### config.mk
export PLATFORM = sky130hd
export DESIGN_NAME = ex_mem_pipe
export DESIGN_NICKNAME = d
export VERILOG_FILES = /design/src/rtl/ex_mem_pipe_pkg.sv /design/src/rtl/ex_mem_pipe.sv
export SDC_FILE = /design/constraint.sdc
export NUM_CORES = 1
export LEC_CHECK = 0
export CORE_AREA = 4 4 190 192
export DETAILED_ROUTE_END_ITERATION = 8
export DIE_AREA = 0 0 194 196
export GPL_TIMING_DRIVEN = 0
export HOLD_SLACK_MARGIN = 0.1
export PLACE_DENSITY = 0.56
export SETUP_SLACK_MARGIN = 0.1
export SLEW_MARGIN = 20
export SYNTH_ARGS = -nofsm -noshare
export SYNTH_HDL_FRONTEND = slang
export SYNTH_SLANG_ARGS = --single-unit
export TNS_END_PERCENT = 50
### constraint.sdc
create_clock -name clk -period 2.15 [get_ports clk]
set_input_delay 0.215 -clock clk [delete_from_list [all_inputs] [get_ports clk]]
set_output_delay 0.215 -clock clk [all_outputs]
set_load 0.02 [all_outputs]
### src/rtl/ex_mem_pipe_pkg.sv
// Shared constants and control decode for the EX->MEM pipeline register.
package ex_mem_pipe_pkg;

  localparam logic        RstEnable    = 1'b1;
  localparam logic        WriteDisable = 1'b0;
  localparam logic [4:0]  NopRegAddr   = 5'b00000;
  localparam logic [31:0] ZeroWord     = 32'h0000_0000;
  localparam logic [7:0]  ExeNopOp     = 8'h00;

  localparam int unsigned StallExIdx  = 3;
  localparam int unsigned StallMemIdx = 4;

  typedef enum logic [1:0] {
    ModeFlush,
    ModeBubble,
    ModeHold,
    ModeAdvance
  } pipe_mode_e;

  // EX stalled alone inserts a bubble; EX and MEM stalled together freezes the stage.
  // MEM stalled without EX cannot come from ctrl and falls through to advance.
  function automatic pipe_mode_e decode_mode(input logic flush, input logic stall_ex,
                                             input logic stall_mem);
    if (flush)                  return ModeFlush;
    if (stall_ex && !stall_mem) return ModeBubble;
    if (stall_ex && stall_mem)  return ModeHold;
    return ModeAdvance;
  endfunction

endpackage

### src/rtl/ex_mem_pipe.sv
// EX->MEM pipeline register with stall/flush control and a hold-over loop that
// returns the partial result of a multi-cycle EX operation.
module ex_mem_pipe
  import ex_mem_pipe_pkg::*;
#(
  parameter int unsigned DW      = 32,
  parameter int unsigned AW      = 5,
  parameter int unsigned OPW     = 8,
  parameter int unsigned CNTW    = 2,
  parameter int unsigned STALL_W = 6,
  parameter int unsigned EX_IDX  = StallExIdx,
  parameter int unsigned MEM_IDX = StallMemIdx
) (
  input  logic               clk,
  input  logic               rst,
  input  logic [STALL_W-1:0] stall,
  input  logic               flush,
  input  logic [AW-1:0]      ex_wd,
  input  logic               ex_wreg,
  input  logic [DW-1:0]      ex_wdata,
  input  logic               ex_whilo,
  input  logic [DW-1:0]      ex_hi,
  input  logic [DW-1:0]      ex_lo,
  input  logic [OPW-1:0]     ex_aluop,
  input  logic [DW-1:0]      ex_mem_addr,
  input  logic [DW-1:0]      ex_reg2,
  input  logic [2*DW-1:0]    hilo_i,
  input  logic [CNTW-1:0]    cnt_i,
  output logic [AW-1:0]      mem_wd,
  output logic               mem_wreg,
  output logic [DW-1:0]      mem_wdata,
  output logic               mem_whilo,
  output logic [DW-1:0]      mem_hi,
  output logic [DW-1:0]      mem_lo,
  output logic [OPW-1:0]     mem_aluop,
  output logic [DW-1:0]      mem_mem_addr,
  output logic [DW-1:0]      mem_reg2,
  output logic [2*DW-1:0]    hilo_o,
  output logic [CNTW-1:0]    cnt_o
);

  typedef struct packed {
    logic [AW-1:0]  wd;
    logic           wreg;
    logic [DW-1:0]  wdata;
    logic           whilo;
    logic [DW-1:0]  hi;
    logic [DW-1:0]  lo;
    logic [OPW-1:0] aluop;
    logic [DW-1:0]  mem_addr;
    logic [DW-1:0]  reg2;
  } stage_t;

  // The one NOP image shared by reset, flush and bubble.
  function automatic stage_t nop_stage();
    stage_t s;
    s          = '0;
    s.wd       = AW'(NopRegAddr);
    s.wreg     = WriteDisable;
    s.wdata    = DW'(ZeroWord);
    s.whilo    = WriteDisable;
    s.hi       = DW'(ZeroWord);
    s.lo       = DW'(ZeroWord);
    s.aluop    = OPW'(ExeNopOp);
    s.mem_addr = DW'(ZeroWord);
    s.reg2     = DW'(ZeroWord);
    return s;
  endfunction

  stage_t          ex_s, mem_q, mem_d;
  logic [2*DW-1:0] hilo_q, hilo_d;
  logic [CNTW-1:0] cnt_q, cnt_d;
  pipe_mode_e      mode;

  logic unused_stall;
  assign unused_stall = ^stall;

  assign ex_s = '{wd: ex_wd, wreg: ex_wreg, wdata: ex_wdata, whilo: ex_whilo, hi: ex_hi,
                  lo: ex_lo, aluop: ex_aluop, mem_addr: ex_mem_addr, reg2: ex_reg2};

  assign mode = decode_mode(flush, stall[EX_IDX], stall[MEM_IDX]);

  always_comb begin
    mem_d  = mem_q;
    hilo_d = hilo_q;
    cnt_d  = cnt_q;
    unique case (mode)
      ModeFlush: begin
        mem_d  = nop_stage();
        hilo_d = '0;
        cnt_d  = '0;
      end
      ModeBubble: begin
        mem_d  = nop_stage();
        hilo_d = hilo_i;
        cnt_d  = cnt_i;
      end
      ModeHold: begin
        hilo_d = hilo_i;
        cnt_d  = cnt_i;
      end
      ModeAdvance: begin
        mem_d  = ex_s;
        hilo_d = '0;
        cnt_d  = '0;
      end
      default: begin
        mem_d  = nop_stage();
        hilo_d = '0;
        cnt_d  = '0;
      end
    endcase
  end

  always_ff @(posedge clk) begin
    if (rst == RstEnable) begin
      mem_q  <= nop_stage();
      hilo_q <= '0;
      cnt_q  <= '0;
    end else begin
      mem_q  <= mem_d;
      hilo_q <= hilo_d;
      cnt_q  <= cnt_d;
    end
  end

  assign mem_wd       = mem_q.wd;
  assign mem_wreg     = mem_q.wreg;
  assign mem_wdata    = mem_q.wdata;
  assign mem_whilo    = mem_q.whilo;
  assign mem_hi       = mem_q.hi;
  assign mem_lo       = mem_q.lo;
  assign mem_aluop    = mem_q.aluop;
  assign mem_mem_addr = mem_q.mem_addr;
  assign mem_reg2     = mem_q.reg2;
  assign hilo_o       = hilo_q;
  assign cnt_o        = cnt_q;

endmodule
==> out/qor.yml, run 1 <==
timing:
  slew_viol_final: 0
  tns_ps: 0
  fin_crit_sh_pct: 84.6
  fin_skew_ps: 0
  finalHoldWorstSlack_ps: 97.9
  fmax_mhz: 550
  hold_viol: 0
  fin_crit_ps: 1820
  rsz0062_at_grt: "false"
  relSlewSlack_pct: 60.8
  worst_pin_slew_ps: 588
  setup_violations: 0
power:
  p_int_w: 0.00821
  p_seq_share_pct: 43.1
  peakVddDrop_mv: 0.488
  p_leak_nw: 5.47
  p_sw_share_pct: 23.9
  p_sw_w: 0.00259
  p_clk_share_pct: 43.6
  combPwrFrac_pct: 13.3
  powerDensity_mw_per_mm2: 726
worst_setup_path:
  startpoint_type: "flip-flop"
  critPathKind: "flip-flop to output pin"
  crit_path_max_incr_delay_ps: 730
  timing.rr.start: "mem_lo[19]"
  worstPathArrival_ps: 1600
  cp_cell_sequence: "clkdlybuf4s50_1"
  rr_endpoint: "mem_lo[19]"
  reg2reg_slack_ps: 1450
  crit_slowest_cell: "clkdlybuf4s50_1"
  reg2regPathDepth: 2
  worstSetupStartpoint: "mem_wdata[22]"
  path_delay_family: "buffers and inverters"
  crit_path_max_fanout: 2
  cp.required_ps: 1930
  crit_buf_inv: 1
  crit_path_end_kind: "output pin"
global_route:
  grt_max_degree: 14
  grt_pass1_vias: 8492
  grt_util_met1_pct: 21.7
  busiest_layer: "met2"
  grt_use_met2_pct: 29.3
  grtUsageMet3_pct: 4.86
  grt_pass1_wl_mm: 52.2
  gr-total-overflow: 0
  grt_usage_pct: 17.2
  antenna_found_initial: 0
synth:
  synth-main-ff-cell: "dfxtp_1"
  synth.avg_cell_area_um2: 9.22
  yosysMostFrequentCell: "dfxtp_1"
  async_flop_share_pct: 0
  synth_area_leaders: "dfxtp_1 57%, nand2b_1 13%, a21oi_1 10%, nand3_1 10%, and3_1 4.8%"
  synth_edf_count: 0
  yosysTopAreaCell: "dfxtp_1"
  syn-cell-area_mm2: 0.00853
  syn_inst: 926
  synth.distinct_cells: 14
  synth_nets: 1176
  seq_area_frac_synth_pct: 56.5
  synth_warnings: 0
  synth_common_cells: "241 x dfxtp_1, 175 x a21oi_1, 175 x nand2b_1, 175 x nand3_1, 66 x and3_1"
  ys_ff_latch: 241
  synth_top_area_share_pct: 56.5
routing:
  detail-route-antenna-nets: 0
  via_per_inst: 4.43
  wire_per_inst_um: 18.6
  route.vias.total: 8502
  routed_wl_mm: 35.6
  drtIter0Drc: 279
  drcViolationCount: 0
  dr.pass1.iters: 4
clock_network:
  cts_root_buf: "clkbuf_16"
  cts_tree: "done"
  path_clk_slew_ps: 60
  clockBufferDepth: 3
  numClockSinks: 241
  cts_buffers: 27
  cts_max_level: 1
  post_cts_buffers: 0
  post_cts_resized: 0
  clk_latency_ps: 540
worst_hold_path:
  min_path_type: "primary input to flip-flop"
  min_path_cells: 3
  hold_end: "mem_wdata[21]"
  worstHoldStart: "stall[3]"
final_layout:
  syn2layout_area_growth_pct: 74.2
  fin_area_mm2: 0.0149
  final.fill_count: 3447
  drive_gt1_share_pct: 5.96
  regArea_mm2: 0.00482
  multi_input_area_mm2: 0.00327
  layout.nets: 1690
  final_cells: 1918
floorplan:
  num_rows: 68
  die_w_um: 194
  start_util_pct: 24.8
  dieArea_mm2: 0.0380
  core_area_mm2: 0.0344
  die_h_um: 196
  pin_count: 491
outcome:
  status: "finished, final reports clean"
placed_design:
  detailed_place_hpwl_mm: 27.4
  place_inst: 1865
  placed_area_mm2: 0.0139
  portBuffers: 484
  gp_congestion: 0.822
flow_run:
  cap_violations: 0
## cell usage in the layout, fill, tap and decap left out
| master | instances |
|---|---|
| nand2b_1 | 175 |
| dlygate4sd3_1 | 1 |
| a21oi_1 | 175 |
| dfxtp_1 | 241 |
| clkbuf_1 | 46 |
| buf_6 | 1 |
| inv_6 | 1 |
| diode_2 | 3 |
| and3_1 | 66 |
| clkbuf_2 | 3 |
| clkinv_2 | 6 |
| nor2_1 | 1 |
| buf_1 | 8 |
| nand3_1 | 175 |
| clkbuf_16 | 27 |
| clkdlybuf4s50_1 | 484 |
| bufinv_16 | 3 |
| clkbuf_8 | 5 |
| buf_8 | 1 |
| buf_4 | 9 |
| or2_1 | 1 |
| buf_2 | 31 |
## kinds of logic (layout without fill, tap and decap cells)
family	after synthesis	after routing	synth area share (%)
other	0	3	0
buffers and inverters	92	626	5.16
and+or+nand+nor	418	418	28.0
AOI/OAI and AO/OA	175	175	10.3
DFF	241	241	56.5
## sequential cells by signal (all words and copies together) (netlist names)
register / flops
hilo_o: 64
cnt_o: 2
mem_mem_addr: 32
mem_reg2: 32
mem_wreg: 1
mem_whilo: 1
mem_hi: 32
mem_wd: 5
mem_aluop: 8
mem_lo: 32
mem_wdata: 32
## worst max path at each step
| stage | to | cells past startpoint |
|---|---|---|
| floorplan | mem_hi[10] | 5 |
| global placement | mem_hi[0] | 6 |
| detailed placement | mem_lo[26] | 6 |
| CTS | mem_wdata[22] | 1 |
| global route | mem_wdata[22] | 1 |
| finish | mem_wdata[22] | 1 |
## power by group through the flow
| stage | combinational, W | sequential (W) | clock [W] |
|---|---|---|---|
| 5_1_grt | 0.00154 | 0.00467 | 0.00503 |
| 6_report | 0.00143 | 0.00465 | 0.00471 |
| 3_3_place_gp | 0.00144 | 0.00475 | 0 |
| 3_5_place_dp | 0.00144 | 0.00475 | 0 |
| 4_1_cts | 0.00145 | 0.00465 | 0.00486 |
| 2_1_floorplan | 0.000395 | 0.00491 | 0 |
## stage by stage
stage          power (W)  setup WS (ps)  utilization [%]
2_1_floorplan    0.00530           1140                -
3_3_place_gp     0.00618            206             40.6
3_5_place_dp     0.00619            159             40.6
4_1_cts           0.0110            296             43.2
5_1_grt           0.0112            296             43.2
6_report          0.0108            331             43.2
## routing by layer
layer / vias to the layer above / part of all wire (%)
li1: 4192 / -
met1: 3945 / 42
met2: 316 / 48
met3: 49 / 7.6
met4: 0 / 2.1
met5: - / 0
## cell type report
type / count / share of cell area, %
antenna: 3 / 0.0505
multi-input combinational: 593 / 22.0
buffer: 92 / 2.96
timing repair buffer: 485 / 32.7
clock buffer: 39 / 5.18
tap: 455 / 3.83
sequential: 241 / 32.5
clock inverter: 10 / 0.867
## timing repair
| item | CTS | global route |
|---|---|---|
| hold buffers | 1 | 0 |
| hold endpoints to repair | 7 | 0 |
| endpoints found under the setup margin | 0 | 0 |
No activity file was read; power rests on OpenSTA's default activity.
==> run 2, diff against run 1 <==
==> constraint.sdc (replaced) <==
create_clock -name clk -period 1.9 [get_ports clk]
set_input_delay 0.19 -clock clk [delete_from_list [all_inputs] [get_ports clk]]
set_output_delay 0.19 -clock clk [all_outputs]
set_load 0.02 [all_outputs]
==> run 2 against run 1 <==
  * Worst hold slack better by 67 ps
  * Clock power up 13%
  * Wire length about the same
  * Final cell count about the same
  * Utilization about the same
  * Largest cell class unchanged
==> out/qor.yml, run 2 (synthesis gave the netlist of run 1 again) <==
final_layout:
  final.fill_count: 3446  # -0.029%
  syn2layout_area_growth_pct: 74.3  # about the same
  final_common_cell: "clkdlybuf4s50_1"
  layout.nets: 1691  # +0.059%
  drive_gt1_share_pct: 5.95  # about the same
  final_cells: 1919  # +0.052%
  largest_reg_flops: 64  # unchanged
  fin_area_mm2: 0.0149  # about the same
  layout_common_cells: "482 x clkdlybuf4s50_1, 241 x dfxtp_1, 175 x nand2b_1, 175 x nand3_1, 175 x a21oi_1"
clock_network:
  clk_latency_ps: 540  # about the same
  clockBufferDepth: 3  # unchanged
  cts_root_buf: "clkbuf_16"
  cts_buffers: 27  # unchanged
  cts_tree: "done"
  path_clk_slew_ps: 60  # about the same
  numClockSinks: 241  # unchanged
  cts_max_level: 1  # unchanged
worst_setup_path:
  cp_cell_sequence: "clkdlybuf4s50_1"
  crit_path_max_fanout: 2  # unchanged
  cp.required_ps: 1710  # -220 ps
  startpoint_type: "flip-flop"
  crit_path_max_incr_delay_ps: 660  # -70 ps
  path_delay_family: "buffers and inverters"
  worstPathArrival_ps: 1570  # -30 ps
  crit_slowest_cell: "clkdlybuf4s50_1"
  crit_buf_inv: 1  # unchanged
  critPathKind: "flip-flop to output pin"
  crit_path_end_kind: "output pin"
routing:
  dr.pass1.iters: 4  # unchanged
  wire_per_inst_um: 18.6  # about the same
  routed_wl_mm: 35.6  # about the same
  via_per_inst: 4.44  # +0.12%
  drcViolationCount: 0  # unchanged
  detail-route-antenna-nets: 0  # unchanged
  drtIter0Drc: 284  # +1.8%
  route.vias.total: 8517  # +0.18%
timing:
  rsz0062_at_grt: "true"
  finalWorstSetupSlack_ps: 142  # -189 ps
  finalHoldWorstSlack_ps: 165  # +67.3 ps
  setup_violations: 0  # unchanged
  fin_crit_ps: 1760
  worst_pin_slew_ps: 588  # +0.0347 ps
  slew_viol_final: 0  # unchanged
  fin_skew_ps: 0  # unchanged
  hold_viol: 0  # unchanged
  relSlewSlack_pct: 60.8  # about the same
  fmax_mhz: 569
  fin_crit_sh_pct: 92.6
power:
  p_seq_share_pct: 43.1  # about the same
  combPwrFrac_pct: 13.3  # about the same
  powerDensity_mw_per_mm2: 821  # +13%
  p_clk_share_pct: 43.6  # about the same
  total_power_w: 0.0122  # +13%
  p_int_w: 0.00929  # +13%
  p_sw_share_pct: 23.9  # -0.031 points
  p_leak_nw: 5.50  # +0.48%
  peakVddDrop_mv: 0.549  # +13%
  p_sw_w: 0.00292  # +13%
global_route:
  grt_pass1_vias: 8493  # +0.012%
  grt_usage_pct: 17.2  # about the same
  gr-total-overflow: 0  # unchanged
  grt_max_degree: 14  # unchanged
  antenna_found_initial: 0  # unchanged
  grt_pass1_wl_mm: 52.2  # about the same
flow_run:
  cap_violations: 0  # unchanged
floorplan:
  num_rows: 68  # unchanged
  pin_count: 491  # unchanged
  dieArea_mm2: 0.0380  # unchanged
  die_w_um: 194  # unchanged
  core_area_mm2: 0.0344  # unchanged
  die_h_um: 196  # unchanged
  start_util_pct: 24.8  # unchanged
worst_hold_path:
  min_path_type: "primary input to flip-flop"
placed_design:
  dp_slack_ps: -66.0  # -225 ps
  placed_area_mm2: 0.0139  # unchanged
  gp_congestion: 0.822  # unchanged
  detailed_place_hpwl_mm: 27.4  # unchanged
  place_inst: 1865  # unchanged
  portBuffers: 484  # unchanged
outcome:
  status: "finished, final reports clean"
run 2: cell type report:
type / count / area (um^2) / area share, %
flip-flops and latches: 241 / 4820 / 32.4
plain buffers: 92 / 440 / 2.96
clock inverters: 10 / 129 / 0.866
clock buffers: 39 / 771 / 5.18
multi-input cells: 593 / 3270 / 22.0
diodes: 3 / 7.51 / 0.0505
repair buffers: 486 / 4870 / 32.7
well taps: 455 / 569 / 3.83
run 2: worst register-to-register path, cell delays in order (launching register included):
cell	delay, ps
dfxtp_1	370
nand3_1	80
a21oi_1	170
run 2: power by group through the flow:
stage / registers (W) / clock network (W) / logic, W
after floorplan: 0.00555 / 0 / 0.000446
after global placement: 0.00537 / 0 / 0.00163
after detailed placement: 0.00538 / 0 / 0.00163
after CTS: 0.00527 / 0.00550 / 0.00164
after global routing: 0.00528 / 0.00569 / 0.00174
final: 0.00527 / 0.00532 / 0.00162
run 2: final timing paths:
check | from | slack, ps | to | cells after the start
worst max-delay path | mem_lo[19] | 140 | mem_lo[19] | 1
worst min-delay path | stall[4] | 170 | mem_wdata[24] | 3
worst max register to register | mem_lo[19] | 1200 | mem_lo[19] | 2
worst min register to register | mem_lo[24] | 460 | mem_lo[24] | 2
run 2: what timing repair did:
item	CTS	global route
setup buffers	0	0
gates resized for setup	1	1
setup endpoints to repair	2	3
hold buffers	2	0
pin swaps	0	0
hold endpoints to repair	15	0
run 2: per-stage QoR:
stage	utilization (%)	setup TNS [ps]
2_1_floorplan	-	0
3_3_place_gp	40.6	-168
3_5_place_dp	40.6	-837
4_1_cts	43.3	0
5_1_grt	43.3	0
6_report	43.3	0
run 2: layer usage:
layer / part of all wire [%] / routed length, um / global-route usage (%)
met4: 2.1 / 756 / 4.32
met5: 0 / 0 / 0
met3: 7.4 / 2640 / 4.83
met1: 43 / 15200 / 21.8
met2: 48 / 17100 / 29.3
